$ cat src/rtl/branch_target_buffer_pkg.sv
// Shared definitions for the branch target buffer and the EX-stage
// predictor update logic: 2-bit counter encodings, entry field widths
// and the per-lookup record carried down the pipeline.
package branch_target_buffer_pkg;

   localparam int PC_W      = 32;
   localparam int BHT_W     = 2;
   localparam int IDX_W_DEF = 5;

   // Saturating counter states; bit 1 is the taken/not-taken decision.
   typedef enum logic [BHT_W-1:0] {
      BHT_SNT = 2'b00,
      BHT_WNT = 2'b01,
      BHT_WT  = 2'b10,
      BHT_ST  = 2'b11
   } bht_e;

   // Lookup result travelling IF -> ID -> EX.
   typedef struct packed {
      logic             hit;
      logic             pred_taken;
      logic [BHT_W-1:0] bht;
   } bt_lookup_t;

endpackage

$ cat src/rtl/branch_target_buffer_if.sv
// Fetch/lookup, pipeline-control and EX write-back signals of the BTB.
//   master : pipeline side (drives fetch PC, stalls/flushes, EX update)
//   slave  : BTB side (returns IF prediction and EX-stage lookup record)
interface branch_target_buffer_if;
   import branch_target_buffer_pkg::*;

   logic [PC_W-1:0]  pc_if;
   logic             stall_if_id;
   logic             stall_id_ex;
   logic             flush_id;
   logic             flush_ex;
   logic             pred_taken_if;
   logic [PC_W-1:0]  pred_next_pc_if;
   logic             hit_ex;
   logic             pred_taken_ex;
   logic [BHT_W-1:0] old_bht_ex;
   logic             upd_en_ex;
   logic [PC_W-1:0]  upd_pc_ex;
   logic [BHT_W-1:0] nex_bht_ex;
   logic [PC_W-1:0]  new_pred_ex;

   modport master (
      output pc_if, stall_if_id, stall_id_ex, flush_id, flush_ex,
             upd_en_ex, upd_pc_ex, nex_bht_ex, new_pred_ex,
      input  pred_taken_if, pred_next_pc_if, hit_ex, pred_taken_ex, old_bht_ex
   );

   modport slave (
      input  pc_if, stall_if_id, stall_id_ex, flush_id, flush_ex,
             upd_en_ex, upd_pc_ex, nex_bht_ex, new_pred_ex,
      output pred_taken_if, pred_next_pc_if, hit_ex, pred_taken_ex, old_bht_ex
   );

endinterface

$ cat src/rtl/branch_target_buffer_pipe_reg.sv
// Holding register for one lookup record between pipeline stages.
//   clk, rst : clock, synchronous active-high reset
//   flush    : load an empty record (beats stall)
//   stall    : hold current record
//   d / q    : incoming / held lookup record
module bt_pipe_reg
   import branch_target_buffer_pkg::*;
(
   input  logic       clk,
   input  logic       rst,
   input  logic       flush,
   input  logic       stall,
   input  bt_lookup_t d,
   output bt_lookup_t q
);

   bt_lookup_t q_q, q_d;

   always_comb begin
      q_d = d;
      if (flush)      q_d = '0;
      else if (stall) q_d = q_q;
   end

   always_ff @(posedge clk) begin
      if (rst) q_q <= '0;
      else     q_q <= q_d;
   end

   assign q = q_q;

endmodule

$ cat src/rtl/branch_target_buffer.sv
// Direct-mapped BHT/BTB. Looks up the fetch PC combinationally to give the
// next fetch PC, carries each lookup's {hit, pred_taken, counter} to EX
// through IF/ID and ID/EX registers, and accepts EX write-backs.
//   clk, rst : clock, synchronous active-high reset
//   bus      : slave side of branch_target_buffer_if (fetch, stall/flush,
//              EX-stage lookup record, EX update strobe/PC/counter/target)
module branch_target_buffer
   import branch_target_buffer_pkg::*;
#(
   parameter int IDX_W = IDX_W_DEF,
   parameter int TAG_W = PC_W - IDX_W - 2
) (
   input  logic                   clk,
   input  logic                   rst,
   branch_target_buffer_if.slave  bus
);

   localparam int DEPTH = 1 << IDX_W;

   logic [DEPTH-1:0] valid_q, valid_d;
   logic [TAG_W-1:0] tag_q    [DEPTH];
   logic [TAG_W-1:0] tag_d    [DEPTH];
   logic [PC_W-1:0]  target_q [DEPTH];
   logic [PC_W-1:0]  target_d [DEPTH];
   logic [BHT_W-1:0] bht_q    [DEPTH];
   logic [BHT_W-1:0] bht_d    [DEPTH];

   logic [IDX_W-1:0] lk_idx, upd_idx;
   logic [TAG_W-1:0] lk_tag, upd_tag;
   logic             upd_en;
   logic             lk_hit;
   logic [BHT_W-1:0] lk_bht;
   logic [PC_W-1:0]  lk_target;
   bt_lookup_t       lk_rec, if_id, id_ex;

   logic unused_pc_lsbs;
   assign unused_pc_lsbs = ^{bus.pc_if[1:0], bus.upd_pc_ex[1:0]};

   assign lk_idx  = bus.pc_if[IDX_W+1:2];
   assign lk_tag  = bus.pc_if[PC_W-1:IDX_W+2];
   assign upd_idx = bus.upd_pc_ex[IDX_W+1:2];
   assign upd_tag = bus.upd_pc_ex[PC_W-1:IDX_W+2];
   // A write during reset is dropped, so it must not be forwarded either.
   assign upd_en  = bus.upd_en_ex && !rst;

   // Table write: always allocate/replace, no tag check.
   always_comb begin
      valid_d  = valid_q;
      tag_d    = tag_q;
      target_d = target_q;
      bht_d    = bht_q;
      if (upd_en) begin
         valid_d[upd_idx]  = 1'b1;
         tag_d[upd_idx]    = upd_tag;
         target_d[upd_idx] = bus.new_pred_ex;
         bht_d[upd_idx]    = bus.nex_bht_ex;
      end
   end

   always_ff @(posedge clk) begin
      if (rst) begin
         valid_q <= '0;
         for (int i = 0; i < DEPTH; i++) begin
            tag_q[i]    <= '0;
            target_q[i] <= '0;
            bht_q[i]    <= BHT_SNT;
         end
      end else begin
         valid_q  <= valid_d;
         tag_q    <= tag_d;
         target_q <= target_d;
         bht_q    <= bht_d;
      end
   end

   // Lookup. A same-cycle write to the fetched index overrides the stored
   // entry: it is the value the table will hold next, so its tag decides.
   always_comb begin
      lk_hit    = valid_q[lk_idx] && (tag_q[lk_idx] == lk_tag);
      lk_bht    = bht_q[lk_idx];
      lk_target = target_q[lk_idx];
      if (upd_en && (upd_idx == lk_idx)) begin
         lk_hit    = (upd_tag == lk_tag);
         lk_bht    = bus.nex_bht_ex;
         lk_target = bus.new_pred_ex;
      end
   end

   always_comb begin
      lk_rec.hit        = lk_hit;
      lk_rec.pred_taken = lk_hit && lk_bht[1];
      lk_rec.bht        = lk_hit ? lk_bht : BHT_SNT;
   end

   assign bus.pred_taken_if   = lk_rec.pred_taken;
   assign bus.pred_next_pc_if = lk_rec.pred_taken ? lk_target
                                                  : bus.pc_if + 32'd4;

   bt_pipe_reg u_if_id (
      .clk   (clk),
      .rst   (rst),
      .flush (bus.flush_id),
      .stall (bus.stall_if_id),
      .d     (lk_rec),
      .q     (if_id)
   );

   bt_pipe_reg u_id_ex (
      .clk   (clk),
      .rst   (rst),
      .flush (bus.flush_ex),
      .stall (bus.stall_id_ex),
      .d     (if_id),
      .q     (id_ex)
   );

   assign bus.hit_ex        = id_ex.hit;
   assign bus.pred_taken_ex = id_ex.pred_taken;
   assign bus.old_bht_ex    = id_ex.bht;

endmodule

$ cat src/flat_wrapper.sv
// flat-port wrapper written by rule: the top's interface ports become plain ports
module branch_target_buffer_flat import branch_target_buffer_pkg::*;
#(
   parameter int IDX_W = IDX_W_DEF,
   parameter int TAG_W = PC_W - IDX_W - 2
)
  (clk, rst, bus_pc_if, bus_stall_if_id, bus_stall_id_ex, bus_flush_id, bus_flush_ex, bus_upd_en_ex, bus_upd_pc_ex, bus_nex_bht_ex, bus_new_pred_ex, bus_pred_taken_if, bus_pred_next_pc_if, bus_hit_ex, bus_pred_taken_ex, bus_old_bht_ex);
  branch_target_buffer_if bus_i ();
  input  logic clk;
  input  logic rst;
  input wire logic [$bits(bus_i.pc_if)-1:0] bus_pc_if;
  input wire logic [$bits(bus_i.stall_if_id)-1:0] bus_stall_if_id;
  input wire logic [$bits(bus_i.stall_id_ex)-1:0] bus_stall_id_ex;
  input wire logic [$bits(bus_i.flush_id)-1:0] bus_flush_id;
  input wire logic [$bits(bus_i.flush_ex)-1:0] bus_flush_ex;
  input wire logic [$bits(bus_i.upd_en_ex)-1:0] bus_upd_en_ex;
  input wire logic [$bits(bus_i.upd_pc_ex)-1:0] bus_upd_pc_ex;
  input wire logic [$bits(bus_i.nex_bht_ex)-1:0] bus_nex_bht_ex;
  input wire logic [$bits(bus_i.new_pred_ex)-1:0] bus_new_pred_ex;
  output wire logic [$bits(bus_i.pred_taken_if)-1:0] bus_pred_taken_if;
  output wire logic [$bits(bus_i.pred_next_pc_if)-1:0] bus_pred_next_pc_if;
  output wire logic [$bits(bus_i.hit_ex)-1:0] bus_hit_ex;
  output wire logic [$bits(bus_i.pred_taken_ex)-1:0] bus_pred_taken_ex;
  output wire logic [$bits(bus_i.old_bht_ex)-1:0] bus_old_bht_ex;
  assign bus_i.pc_if = bus_pc_if;
  assign bus_i.stall_if_id = bus_stall_if_id;
  assign bus_i.stall_id_ex = bus_stall_id_ex;
  assign bus_i.flush_id = bus_flush_id;
  assign bus_i.flush_ex = bus_flush_ex;
  assign bus_i.upd_en_ex = bus_upd_en_ex;
  assign bus_i.upd_pc_ex = bus_upd_pc_ex;
  assign bus_i.nex_bht_ex = bus_nex_bht_ex;
  assign bus_i.new_pred_ex = bus_new_pred_ex;
  assign bus_pred_taken_if = bus_i.pred_taken_if;
  assign bus_pred_next_pc_if = bus_i.pred_next_pc_if;
  assign bus_hit_ex = bus_i.hit_ex;
  assign bus_pred_taken_ex = bus_i.pred_taken_ex;
  assign bus_old_bht_ex = bus_i.old_bht_ex;
  branch_target_buffer #(.IDX_W(IDX_W), .TAG_W(TAG_W)) u_core (.clk(clk), .rst(rst), .bus(bus_i));
endmodule
$ cat config.mk
export PLATFORM = sky130hd
export DESIGN_NAME = branch_target_buffer_flat
export DESIGN_NICKNAME = d
export VERILOG_FILES = /design/src/rtl/branch_target_buffer_pkg.sv /design/src/rtl/branch_target_buffer_if.sv /design/src/rtl/branch_target_buffer_pipe_reg.sv /design/src/rtl/branch_target_buffer.sv /design/src/flat_wrapper.sv
export SDC_FILE = /design/constraint.sdc
export NUM_CORES = 2
export LEC_CHECK = 0
export CAP_MARGIN = 20
export CORE_MARGIN = 4
export CORE_UTILIZATION = 30
export CTS_CLUSTER_SIZE = 20
export DETAILED_ROUTE_END_ITERATION = 10
export DONT_BUFFER_PORTS = 1
export PLACE_DENSITY_LB_ADDON = 0.1
export SYNTH_ARGS = -nofsm -noshare
export SYNTH_HDL_FRONTEND = slang
export SYNTH_SLANG_ARGS = --single-unit
$ cat constraint.sdc
create_clock -name clk -period 5.45 [get_ports clk]
set_input_delay 1.09 -clock clk [delete_from_list [all_inputs] [get_ports clk]]
set_output_delay 1.09 -clock clk [all_outputs]
set_load 0.1 [all_outputs]
==> results by group <==
Clock network
  • Hold Buf Count CTS: 0
  • CTS sink count: 1926
  • Clock-pin slew on the worst setup and hold paths: 0.06 ns
  • CTS HTree Levels: 4
  • Clk_lat worst skew: 0.92 ns
  • Cts bufs inserted: 227
  • Clk buf depth: 4
  • Clock root buffer: clkbuf_16
  • CTS tree: built

STA
  • Worst Skew: 0.0588 ns
  • Endpoints failing hold: 0
  • FMAX: 133 MHz
  • RSZ-0062 raised after global routing: true
  • Crit share post-route: 138%
  • Minimum clock period: 7.53 ns
  • Setup_tns: -67.05 ns
  • Max transition margin: -85.4%
  • Final Max Slew Viols: 619
  • PnR worst setup slack: -2.08 ns
  • Final setup viols: 33
  • Hold slack: 0.281 ns
  • Tightest Pin Transition: 2.78 ns

Routing
  • DR DRC count: 0
  • Routed Antenna Nets: 0
  • Routed wire length: 391000 um
  • DR pass1 iterations: 5
  • Via density: 5.39
  • Vias: 72076
  • Wire length per cell: 29.3 um
  • DR iter-0 viols: 7498

Logic synthesis
  • Top-area cell type share of the netlist area: 46.4%
  • Top-count cell post-synth: nand2_1
  • Post-Synthesis Cells: 9991
  • Syn Area/Cell: 8.32 um^2
  • Yosys cell types: 63
  • Commonest cells post-synth: nand2_1, a21oi_1, dfxtp_1
  • Fraction of registers with async set/reset: 0%
  • Top_reg_cell synth: dfxtp_1
  • Post-Syn Nets: 10097
  • Post-Syn Area: 83200 um^2
  • Number of synthesized flops with an enable pin: 0
  • YS warnings: 0
  • Yosys reg bits: 1926
  • Top post-synthesis cells by area: dfxtp_1, nand2_1, mux4_2, a21oi_1, clkbuf_1
  • Leading area contributor after synthesis: dfxtp_1
  • Seq/Total Area, Yosys: 46.4%

Global routing
  • Met1 GRT Util: 33.6%
  • Global-route wire length before repair: 546000 um
  • GRT met2 Usage: 44.5%
  • Total GRT Usage: 26.4%
  • Initial antenna violation count: 10
  • GR peak layer: met2
  • Met3 Usage GRT: 3.37%
  • Grt ovf: 0
  • Largest net degree at the start of global routing: 510
  • Vias in the first global route: 68815

Critical path
  • CP Capture Type: output pin
  • CP max FO: 509
  • WS Path Type: in -> out
  • Launching element type of the critical path: input port
  • Reg2reg path depth: 12
  • CP Data Required Time: 4.36 ns
  • Crit path arrival time: 6.44 ns

Floorplanning
  • Die Y: 534 um
  • Die area: 286000 um^2
  • Starting Density: 30.1%
  • Rows: 193
  • Core box area: 276000 um^2
  • Die X: 534 um
  • Num ports: 142

Placed design
  • Total placed cells including tap cells: 12952
  • Hpwl dp: 210000 um
  • PortBufs: 0
  • Pre-CTS WS: -1.12 ns
  • Routability-driven placement congestion ratio: 0.818

Pwr
  • VDD IR max: 0.241 mV
  • PwrDens: 320 nW/um^2
  • Leakage: 0.0303 uW

Cells and area
  • Layout area overhead: 14.8%
  • Final net count: 9592
  • Layout cells sized above 1: 12.9%
  • Fin util: 34.6%
  • Layout fillers: 28153
  • Post-Layout Cell Count: 13366

Hold path
  • Hold depth: 1
  • Hold WC Path Type: in -> reg

Status
  • Violated checks: max-slew violations, negative setup slack
  • Status: complete, but fails checks

Flow run
  • Max Cap Viol: 0
==> metal layers <==
metal / wire length (um) / vias to the layer above
met5: 17 / -
met3: 23200 / 668
met2: 187000 / 2647
met1: 160000 / 36365
li1: - / 32394
met4: 20700 / 2
==> cells in the final DEF, fill, tap and decap left out, types with 4 or more instances in the layout <==
cell type  synthesis  routed
nand2_1         3907    3875
a21oi_1         1977    1976
dfxtp_1         1926    1925
mux4_2           479     479
clkbuf_16          0     229
buf_4             17     196
mux2i_1          186     157
buf_12             1      94
nor2_1           121      86
clkbuf_1         893      62
clkbuf_8           0      56
xor2_1            46      46
nor2_4             0      35
o221ai_1          35      32
nand2_4            0      32
xnor2_1           29      29
mux2i_4            0      29
clkinv_2           0      27
a22oi_1           25      25
o22ai_1           21      19
nand3_1           16      16
a22o_1            16      16
nand4_1           15      15
o21ai_0           15      15
nor3_1            16      14
a211oi_1          18      14
diode_2            0      13
buf_16             0      10
and2_1            10       9
or3_1              9       9
nor4_1             9       8
bufinv_16          0       8
and3_1             7       7
a211o_1            6       6
nand3b_1           5       5
nor2b_1            6       5
a221oi_1           5       5
inv_1              6       5
mux2_2             5       4
==> cell families after synthesis <==
group / after synthesis / share of synthesized area, %
buffers and inverters: 1043 / 5.09
AND/OR/NAND/NOR: 4139 / 19.1
adder cells (fa/ha/maj): 1 / 0.0150
flip-flops: 1926 / 46.4
multiplexers: 671 / 15.3
XOR/XNOR: 75 / 0.790
AO/OA/AOI/OAI: 2136 / 13.4
==> final timing paths <==
check | from | to | slack, ns
max | bus_pc_if[3] | bus_pred_next_pc_if[15] | -2.08
min | rst | u_core.tag_q[61] | 0.28
max reg2reg | u_core.tag_q[656] | u_core.u_if_id.q[2] | 1.73
min reg2reg | u_core.target_q[159] | u_core.target_q[159] | 0.45
==> registers in the layout, summed over array words and instances, names as in the netlist <==
name / count
u_core.target_q: 1024
u_core.u_if_id.q: 3
u_core.bht_q: 64
u_core.tag_q: 800
u_core.valid_q: 32
u_core.u_id_ex.q: 3
==> metrics by stage <==
stage,power (uW),instance area (um^2)
floorplan,15600,83700
global placement,15700,88000
detailed placement,15700,88000
CTS,30800,95400
global route,31400,95500
finish,30600,95500
==> worst max-delay path: stages <==
cell	delay, ns
nand3_1	0.74
buf_4	0.29
buf_4	0.13
o22ai_1	0.06
a211oi_1	0.44
a22oi_1	0.15
xnor2_1	0.24
o2111ai_2	0.34
buf_4	0.27
nor4_4	0.24
buf_4	0.20
a21oi_4	0.10
nor2_8	0.12
buf_12	0.16
buf_12	0.16
buf_16	0.15
mux2i_4	0.25
buf_12	0.20
==> cell type report <==
| cell class | instances | area (um^2) | share of cell area, % |
|---|---|---|---|
| Timing Repair Buffer | 302 | 3640 | 3.82 |
| Antenna cell | 13 | 32.5 | 0.0341 |
| Clock buffer | 347 | 6730 | 7.05 |
| Clock inverter | 44 | 503 | 0.527 |
| Inverter | 7 | 36.3 | 0.0380 |
| Multi-Input combinational cell | 7022 | 41400 | 43.3 |
| Sequential cell | 1926 | 38600 | 40.4 |
| Tap cell | 3705 | 4640 | 4.85 |
==> what timing repair did <==
item                                    4_1_cts  5_1_grt
resized for setup                            15        6
pin swaps                                    14        4
buffers inserted                              7        4
gates cloned                                  1        0
endpoints found under the setup margin       33       33
==> power breakdown <==
group | switching (uW) | internal, uW
Clock | 6380 | 8810
Sequential | 30.4 | 14100
Combinational | 766 | 472
Power figures use the tool's default switching activity.
